<file path="config.mk">
export PLATFORM = sky130hd
export DESIGN_NAME = decoder_scan_sequencer
export DESIGN_NICKNAME = d
export VERILOG_FILES = /design/src/rtl/decoder_scan_sequencer.sv
export SDC_FILE = /design/constraint.sdc
export NUM_CORES = 1
export LEC_CHECK = 0
export ABC_AREA = 1
export CAP_MARGIN = 10
export CORE_UTILIZATION = 53
export DETAILED_ROUTE_END_ITERATION = 10
export MAX_ROUTING_LAYER = met4
export PLACE_DENSITY = 0.9
export SLEW_MARGIN = 10
export SYNTH_ARGS = -nofsm -noshare
export SYNTH_HDL_FRONTEND = slang
export SYNTH_SLANG_ARGS = --single-unit
</file>
<file path="constraint.sdc">
create_clock -name clk -period 3.5 [get_ports clk]
set_input_delay 0.35 -clock clk [delete_from_list [all_inputs] [get_ports clk]]
set_output_delay 0.35 -clock clk [all_outputs]
set_load 0.02 [all_outputs]
</file>
<file path="src/rtl/decoder_scan_sequencer.sv">
// Scan sequencer producing the 3-bit select code for a downstream 3-to-8
// decoder. Walks the set bits of enable_mask in ascending order, holding
// each position for dwell+1 cycles, and wraps continuously.
// Build option: define ONESHOT_EN to scan exactly one frame per start.
//
// state | meaning
// IDLE  | no scan running; sel=0, sel_valid=0, busy=0
// SCAN  | sel holds a live position; dwell counter runs down to zero
module decoder_scan_sequencer #(
    parameter int DWELL_W = 8
) (
    input  logic               clk,
    input  logic               rst_n,
    input  logic               start,
    input  logic               stop,
    input  logic [DWELL_W-1:0] dwell,
    input  logic [7:0]         enable_mask,
    output logic [2:0]         sel,
    output logic               sel_valid,
    output logic               step,
    output logic               frame_done,
    output logic               busy
);

    typedef enum logic {IDLE, SCAN} state_t;

    localparam logic [DWELL_W-1:0] CNT_ONE = DWELL_W'(1);

    state_t             state, state_nxt;
    logic [DWELL_W-1:0] cnt, cnt_nxt;
    logic [2:0]         sel_nxt;
    logic               valid_nxt, step_nxt, fd_nxt, busy_nxt;
    logic [2:0]         adv_pos;
    logic               adv_wrap;

    // First set bit strictly above cur, modulo 8; cur itself is found last,
    // so a single-bit mask returns to the same position. Starting from 7
    // yields the lowest set bit.
    function automatic logic [2:0] next_pos(input logic [7:0] m, input logic [2:0] cur);
        logic [2:0] p;
        logic [2:0] res;
        logic       found;
        res   = cur;
        found = 1'b0;
        for (int k = 1; k <= 8; k++) begin
            p = cur + 3'(k);
            if (!found && m[p]) begin
                res   = p;
                found = 1'b1;
            end
        end
        return res;
    endfunction

    assign adv_pos  = next_pos(enable_mask, sel);
    assign adv_wrap = (adv_pos <= sel);

    // State, counter and all outputs are registered together.
    always_ff @(posedge clk or negedge rst_n) begin
        if (!rst_n) begin
            state      <= IDLE;
            cnt        <= '0;
            sel        <= 3'b000;
            sel_valid  <= 1'b0;
            step       <= 1'b0;
            frame_done <= 1'b0;
            busy       <= 1'b0;
        end else begin
            state      <= state_nxt;
            cnt        <= cnt_nxt;
            sel        <= sel_nxt;
            sel_valid  <= valid_nxt;
            step       <= step_nxt;
            frame_done <= fd_nxt;
            busy       <= busy_nxt;
        end
    end

    // Next-state and next-output decode; stop overrides start and advance.
    always_comb begin
        state_nxt = state;
        cnt_nxt   = cnt;
        sel_nxt   = sel;
        valid_nxt = sel_valid;
        busy_nxt  = busy;
        step_nxt  = 1'b0;
        fd_nxt    = 1'b0;
        case (state)
            IDLE: begin
                sel_nxt   = 3'b000;
                valid_nxt = 1'b0;
                busy_nxt  = 1'b0;
                cnt_nxt   = '0;
                if (start && !stop && (enable_mask != 8'h00)) begin
                    state_nxt = SCAN;
                    sel_nxt   = next_pos(enable_mask, 3'd7);
                    cnt_nxt   = dwell;
                    valid_nxt = 1'b1;
                    busy_nxt  = 1'b1;
                    step_nxt  = 1'b1;
                end
            end
            SCAN: begin
                if (stop || (cnt == '0 && enable_mask == 8'h00)) begin
                    state_nxt = IDLE;
                    sel_nxt   = 3'b000;
                    valid_nxt = 1'b0;
                    busy_nxt  = 1'b0;
                    cnt_nxt   = '0;
                end else if (cnt != '0) begin
                    cnt_nxt = cnt - CNT_ONE;
                end else begin
`ifdef ONESHOT_EN
                    if (adv_wrap) begin
                        state_nxt = IDLE;
                        sel_nxt   = 3'b000;
                        valid_nxt = 1'b0;
                        busy_nxt  = 1'b0;
                        cnt_nxt   = '0;
                        fd_nxt    = 1'b1;
                    end else begin
                        sel_nxt  = adv_pos;
                        cnt_nxt  = dwell;
                        step_nxt = 1'b1;
                    end
`else
                    sel_nxt  = adv_pos;
                    cnt_nxt  = dwell;
                    step_nxt = 1'b1;
                    fd_nxt   = adv_wrap;
`endif
                end
            end
            default: begin
                state_nxt = IDLE;
            end
        endcase
    end

endmodule

</file>
# Yosys cells after proc, flatten, opt, wreduce, memory -nomap -nowiden
# Cells that the tools add are included.
word_totals:
  regBits: 15
  out_inout_bits: 7
  elab_cells: 142
op_classes:
  add_sub_neg: 8
  n_lt_le_gt_ge: 9
  n_eq_ne: 2
  n_mux: 79
  bitwise: 1
  n_reduce_logical: 37
op_table:
  columns: ["op", "count"]
  rows:
  - ["$mux 3", 19]
  - ["$mux 1", 44]
  - ["$lt 3x4->1 const B", 8]
  - ["$bmux 1 s3", 8]
  - ["$mux 8", 3]
  - ["$logic_and 1x1->1", 17]
  - ["$logic_not 8->1", 2]
  - ["$pmux 8 s2", 1]
  - ["$reduce_bool 8->1", 2]
  - ["$logic_not 1->1", 15]
  - ["$add 3x3->3 const B", 4]
  - ["$sub 8x1->8 const B", 1]
  - ["$add 3x2->3 const B", 2]
  - ["$pmux 1 s2", 3]
  - ["$pmux 3 s2", 1]
  - ["$add 3x1->3 const B", 1]
  - ["$le 3x3->1", 1]
  - ["$ne 3x3->1 const B", 1]
  - ["$ne 2x1->1 const B", 1]
  - ["$logic_or 1x1->1", 1]
  - ["$not 1->1", 1]

# Logic depth before layout (Yosys ltp)
logic_depth:
  word_depth: 40
  depth_mapped: 19
  ltp_nobuf: 18

# Worst setup path after synthesis
# Ideal clock, no wire load.
synth_timing:
  path_kind: "register to register"
  startpoint: "reg sel[1]"
  endpoint: "reg frame_done"
  setup_time_ps: 94
  t_arrival_ps: 2799
  required_time_ps: 3406
  slack_ps: 607
  stages_incl_launch_ff: 20
  path_buffers: 1
  cell_sequence: "dfrtp_1 > buf_4 > inv_2 > ha_1 > inv_2 > nand3_1 > nand3_2 > nand2_4 > nor2_8 > nand4_4 > nor2_2 > nand2_2 > nand2_1 > inv_1 > nand2_1 > nand2_1 > ha_1 > a21oi_1 > o21ai_0 > a211oi_1"
synth_via:
  elab_chain_cells: 29
  word_cells_on_any_way: 56
  classes_between: "7 x add/sub; 1 x order compare; 34 x mux; 14 x reduce/logical"
synth_lines:
  columns: ["item", "line", "text"]
  rows:
  - ["start: declaration", "18", "output logic [2:0] sel,"]
  - ["start signal: assignment", "71", "sel <= sel_nxt;"]
  - ["$add 3x1->3", "46", "p = cur + 3'(k);"]
  - ["$bmux 1 s3", "47", "if (!found && m[p]) begin"]
  - ["$mux 1 (not written as such)", "47", null]
  - ["$mux 1", "47", null]
  - ["$logic_not 1->1", "47", null]
  - ["$logic_and 1x1->1", "47", null]
  - ["$mux 1", "47", null]
  - ["$logic_not 1->1", "47", null]
  - ["(+14 left out)", null, null]
  - ["$logic_not 1->1", "47", null]
  - ["$logic_and 1x1->1", "47", null]
  - ["$mux 3", "47", null]
  - ["$le 3x3->1 *", "56", "assign adv_wrap = (adv_pos <= sel);"]
  - ["$mux 1 *", "110", "end else if (cnt != '0) begin"]
  - ["$mux 1 *", "104", "if (stop || (cnt == '0 && enable_mask == 8'h00)) begin"]
  - ["$mux 1 *", "88", "case (state)"]
  - ["net fd_nxt", "32", "logic valid_nxt, step_nxt, fd_nxt, busy_nxt;"]
  - ["end signal: assignment", "74", "frame_done <= fd_nxt;"]
  - ["end: declaration", "21", "output logic frame_done,"]
# Mark *: on every way through the listed nets, which the timed path passes. The rest lies on a longest branch. The select of a mux whose other input is x is not followed.
# A chain may end at the register's enable or synchronous reset.

# Worst setup path after layout
layout_timing:
  startpoint: "reg sel[0]"
  endpoint: "reg frame_done"
# Same word-level chain as after synthesis.

==> flow_summary.json <==
{
  "clock_sinks": 15,
  "min_period_ns": 3.03,
  "wl_per_cell_um": 12.2,
  "status": "complete, no violations",
  "num-fill-cells": 246,
  "fmax_mhz": 330,
  "r2r-end": "frame_done$_DFF_PN0_",
  "viasPerCell": 5.51,
  "netlist_instances": 238,
  "endpoint": "frame_done$_DFF_PN0_",
  "maxCapViolCount": 0,
  "num_rows": 19,
  "cpMostUsedCell": "nand2_1",
  "floorplan.io_pins": 27,
  "yosysWarnings": 0,
  "cp.required_ns": 3.69,
  "finClkSkew_ns": 0.00449,
  "die_x_um": 56.4,
  "drcViolationCount": 0,
  "grt_pass1_wl_mm": 6.00,
  "synthArstFlopShare": 1.00,
  "cellPowerDensity_nw_per_um2": 1060,
  "grt_pass1_vias": 1397,
  "total_power_mw": 1.98,
  "fin_crit_sh": 0.866,
  "ys.flop_type": "dfrtp_1",
  "crit_path_start": "sel[0]$_DFFE_PN0P_",
  "grt_setup_unrepaired": "false",
  "synth_area_leaders": "dfrtp_1, nand2_1, nand3_1",
  "irDropWorstVdd_uv": 935,
  "grt_overflow": 0,
  "antenna_found_initial": 0,
  "synth.most_common_cell": "nand2_1",
  "max_stage_delay_ns": 0.41,
  "relSlewSlack": 0.570,
  "gp_congestion": 0.991,
  "grt_use_total": 0.245,
  "synth_nets": 264,
  "drt-initial-drc-count": 83,
  "tritoncts": "yes",
  "cts_resized": 0,
  "crit_fanout": 12,
  "path_class": "reg2reg",
  "cts_setup_buffers": 0,
  "finalNetCount": 291,
  "synth_cell_types": 36,
  "final-hold-violation-count": 0,
  "yosys-top-cells-count": "nand2_1, nand3_1, inv_1, dfrtp_1, nor2_1",
  "finalMaxSlewViolations": 0,
  "synth_top_area_cell": "dfrtp_1",
  "ff2ff_path_depth": 18,
  "clkTransAtPathRegs_ns": 0.09,
  "ctsHtreeMaxLevel": 1,
  "port_buffers": 26,
  "cp_slowest_cell": "dfrtp_1",
  "p_leak_nw": 0.923,
  "drive_above_1_share": 0.125,
  "dieArea_um2": 3180,
  "diodes": 0,
  "cp.depth": 18,
  "vias": 1625,
  "ys_ff_latch": 15,
  "core_area_um2": 2780,
  "final_antenna_net_count": 0,
  "critical-path-top-delay-family": "simple AND/OR/NAND/NOR gates",
  "grt_max_degree": 16,
  "r2r_setup_slack_ns": 0.47,
  "clk-insertion-delay-late_ns": 0.28,
  "cts_buffers": 3,
  "die_h_um": 56.4,
  "cts_max_path_buffers": 2,
  "worst_pin_slew_ns": 0.644,
  "start_kind": "flop",
  "end_kind": "flop",
  "synth_top_area_frac": 0.239,
  "netlist_area_um2": 1570,
  "ctsHoldBuffers": 0,
  "arrival_ns": 3.22,
  "initial_core_util": 0.564,
  "hp-class": "in2async",
  "wirelength_mm": 3.60,
  "r2r-start": "sel[0]$_DFFE_PN0P_",
  "first_pass_iters": 4,
  "path_cells": "inv_2, ha_1, inv_2, nand3_1, nand3_2, nand2_4, nor2_8, nand4_4, nor2_2, nand2_2, nand2_1, inv_1, nand2_1, nand2_1, ha_1, a21oi_1, o21ai_0, a211oi_1",
  "syn_avg_cell_area_um2": 6.59,
  "dpl.hpwl_mm": 2.94,
  "root_buffer": "clkbuf_4",
  "area_growth_pct": 18.8,
  "fin_tns_setup_ns": 0,
  "yosysSeqAreaShare": 0.239,
  "synth-edff-count": 0,
  "setup_violations": 0,
  "critPathBufInv": 3
}
worst reg2reg max path, cell delays in order (launching register included):
cell and delay (ns):
dfrtp_1 0.41, inv_2 0.18, ha_1 0.35, inv_2 0.14
nand3_1 0.14, nand3_2 0.12, nand2_4 0.09, nor2_8 0.15
nand4_4 0.12, nor2_2 0.15, nand2_2 0.10, nand2_1 0.07
inv_1 0.04, nand2_1 0.04, nand2_1 0.08, ha_1 0.32
a21oi_1 0.14, o21ai_0 0.10, a211oi_1 0.21
worst min path at each step:
stage                     slack [ns]                to             start  cells after the start
after floorplan                 0.05  busy$_DFFE_PN0P_             rst_n                      0
after global placement          0.45  cnt[0]$_DFF_PN0_  cnt[0]$_DFF_PN0_                      1
after detailed placement        0.46  cnt[0]$_DFF_PN0_  cnt[0]$_DFF_PN0_                      1
after CTS                       0.48    step$_DFF_PN0_             rst_n                      1
after global routing            0.51    step$_DFF_PN0_             rst_n                      1
final                           0.46    step$_DFF_PN0_             rst_n                      1
layout make-up:
class | instances | area, µm² | share of cell area
multi-input cells | 190 | 1050 | 0.561
flip-flops and latches | 15 | 375 | 0.201
repair buffers | 28 | 275 | 0.148
inverters | 27 | 101 | 0.0544
well taps | 31 | 38.8 | 0.0208
clock buffers | 3 | 22.5 | 0.0121
clock inverters | 1 | 5.00 | 0.00268
registers in the layout, summed over array words and instances (netlist names):
register	cells
frame_done	1
busy	1
step	1
sel	3
state	1
cnt	8
cells by family after synthesis:
kind of cell | Yosys count | share of synthesized area
compound gates | 33 | 0.124
xor+xnor | 9 | 0.0598
fa+ha+maj | 6 | 0.0478
buf+inv | 33 | 0.0941
flops | 15 | 0.239
simple gates | 142 | 0.435
report_power, final:
part	leakage [nW]	switching, mW	internal (mW)
Clock	0.0177	0.0541	0.0424
Sequential	0.199	0.0373	0.209
Combinational	0.707	1.03	0.605
per-layer routing:
| metal | global-route usage | routed length, µm |
|---|---|---|
| met1 | 0.341 | 1690 |
| met2 | 0.367 | 1580 |
| met3 | 0.0276 | 225 |
| met4 | 0.0941 | 95 |
| met5 | - | 0 |
per-stage QoR:
stage	instance area [µm²]	setup slack [ns]	std cells	hold slack (ns)	utilization
finish	1860	0.468	295	0.458	0.670
global route	1860	0.220	295	0.505	0.670
CTS	1860	0.491	295	0.479	0.670
detailed placement	1840	0.510	291	0.463	0.660
global placement	1840	0.681	291	0.453	0.660
floorplan	1570	0.607	238	0.0544	-
layout by cell type, fill, tap and decap left out, types with 2 or more instances in the layout:
cell and instances:
nor2_2 2, dfrtp_1 15, inv_2 5, nor2_1 15
buf_4 2, xnor2_2 2, nand3_1 23, nand4_1 2
a21oi_1 6, o21ai_1 7, clkbuf_4 3, o21ai_2 2
nand3_2 7, nand2_2 3, nor3_1 2, clkdlybuf4s50_1 26
o21ai_0 12, xor2_1 6, nand2_1 81, inv_1 21
ha_1 6
(Power assumes the default switching activity.)
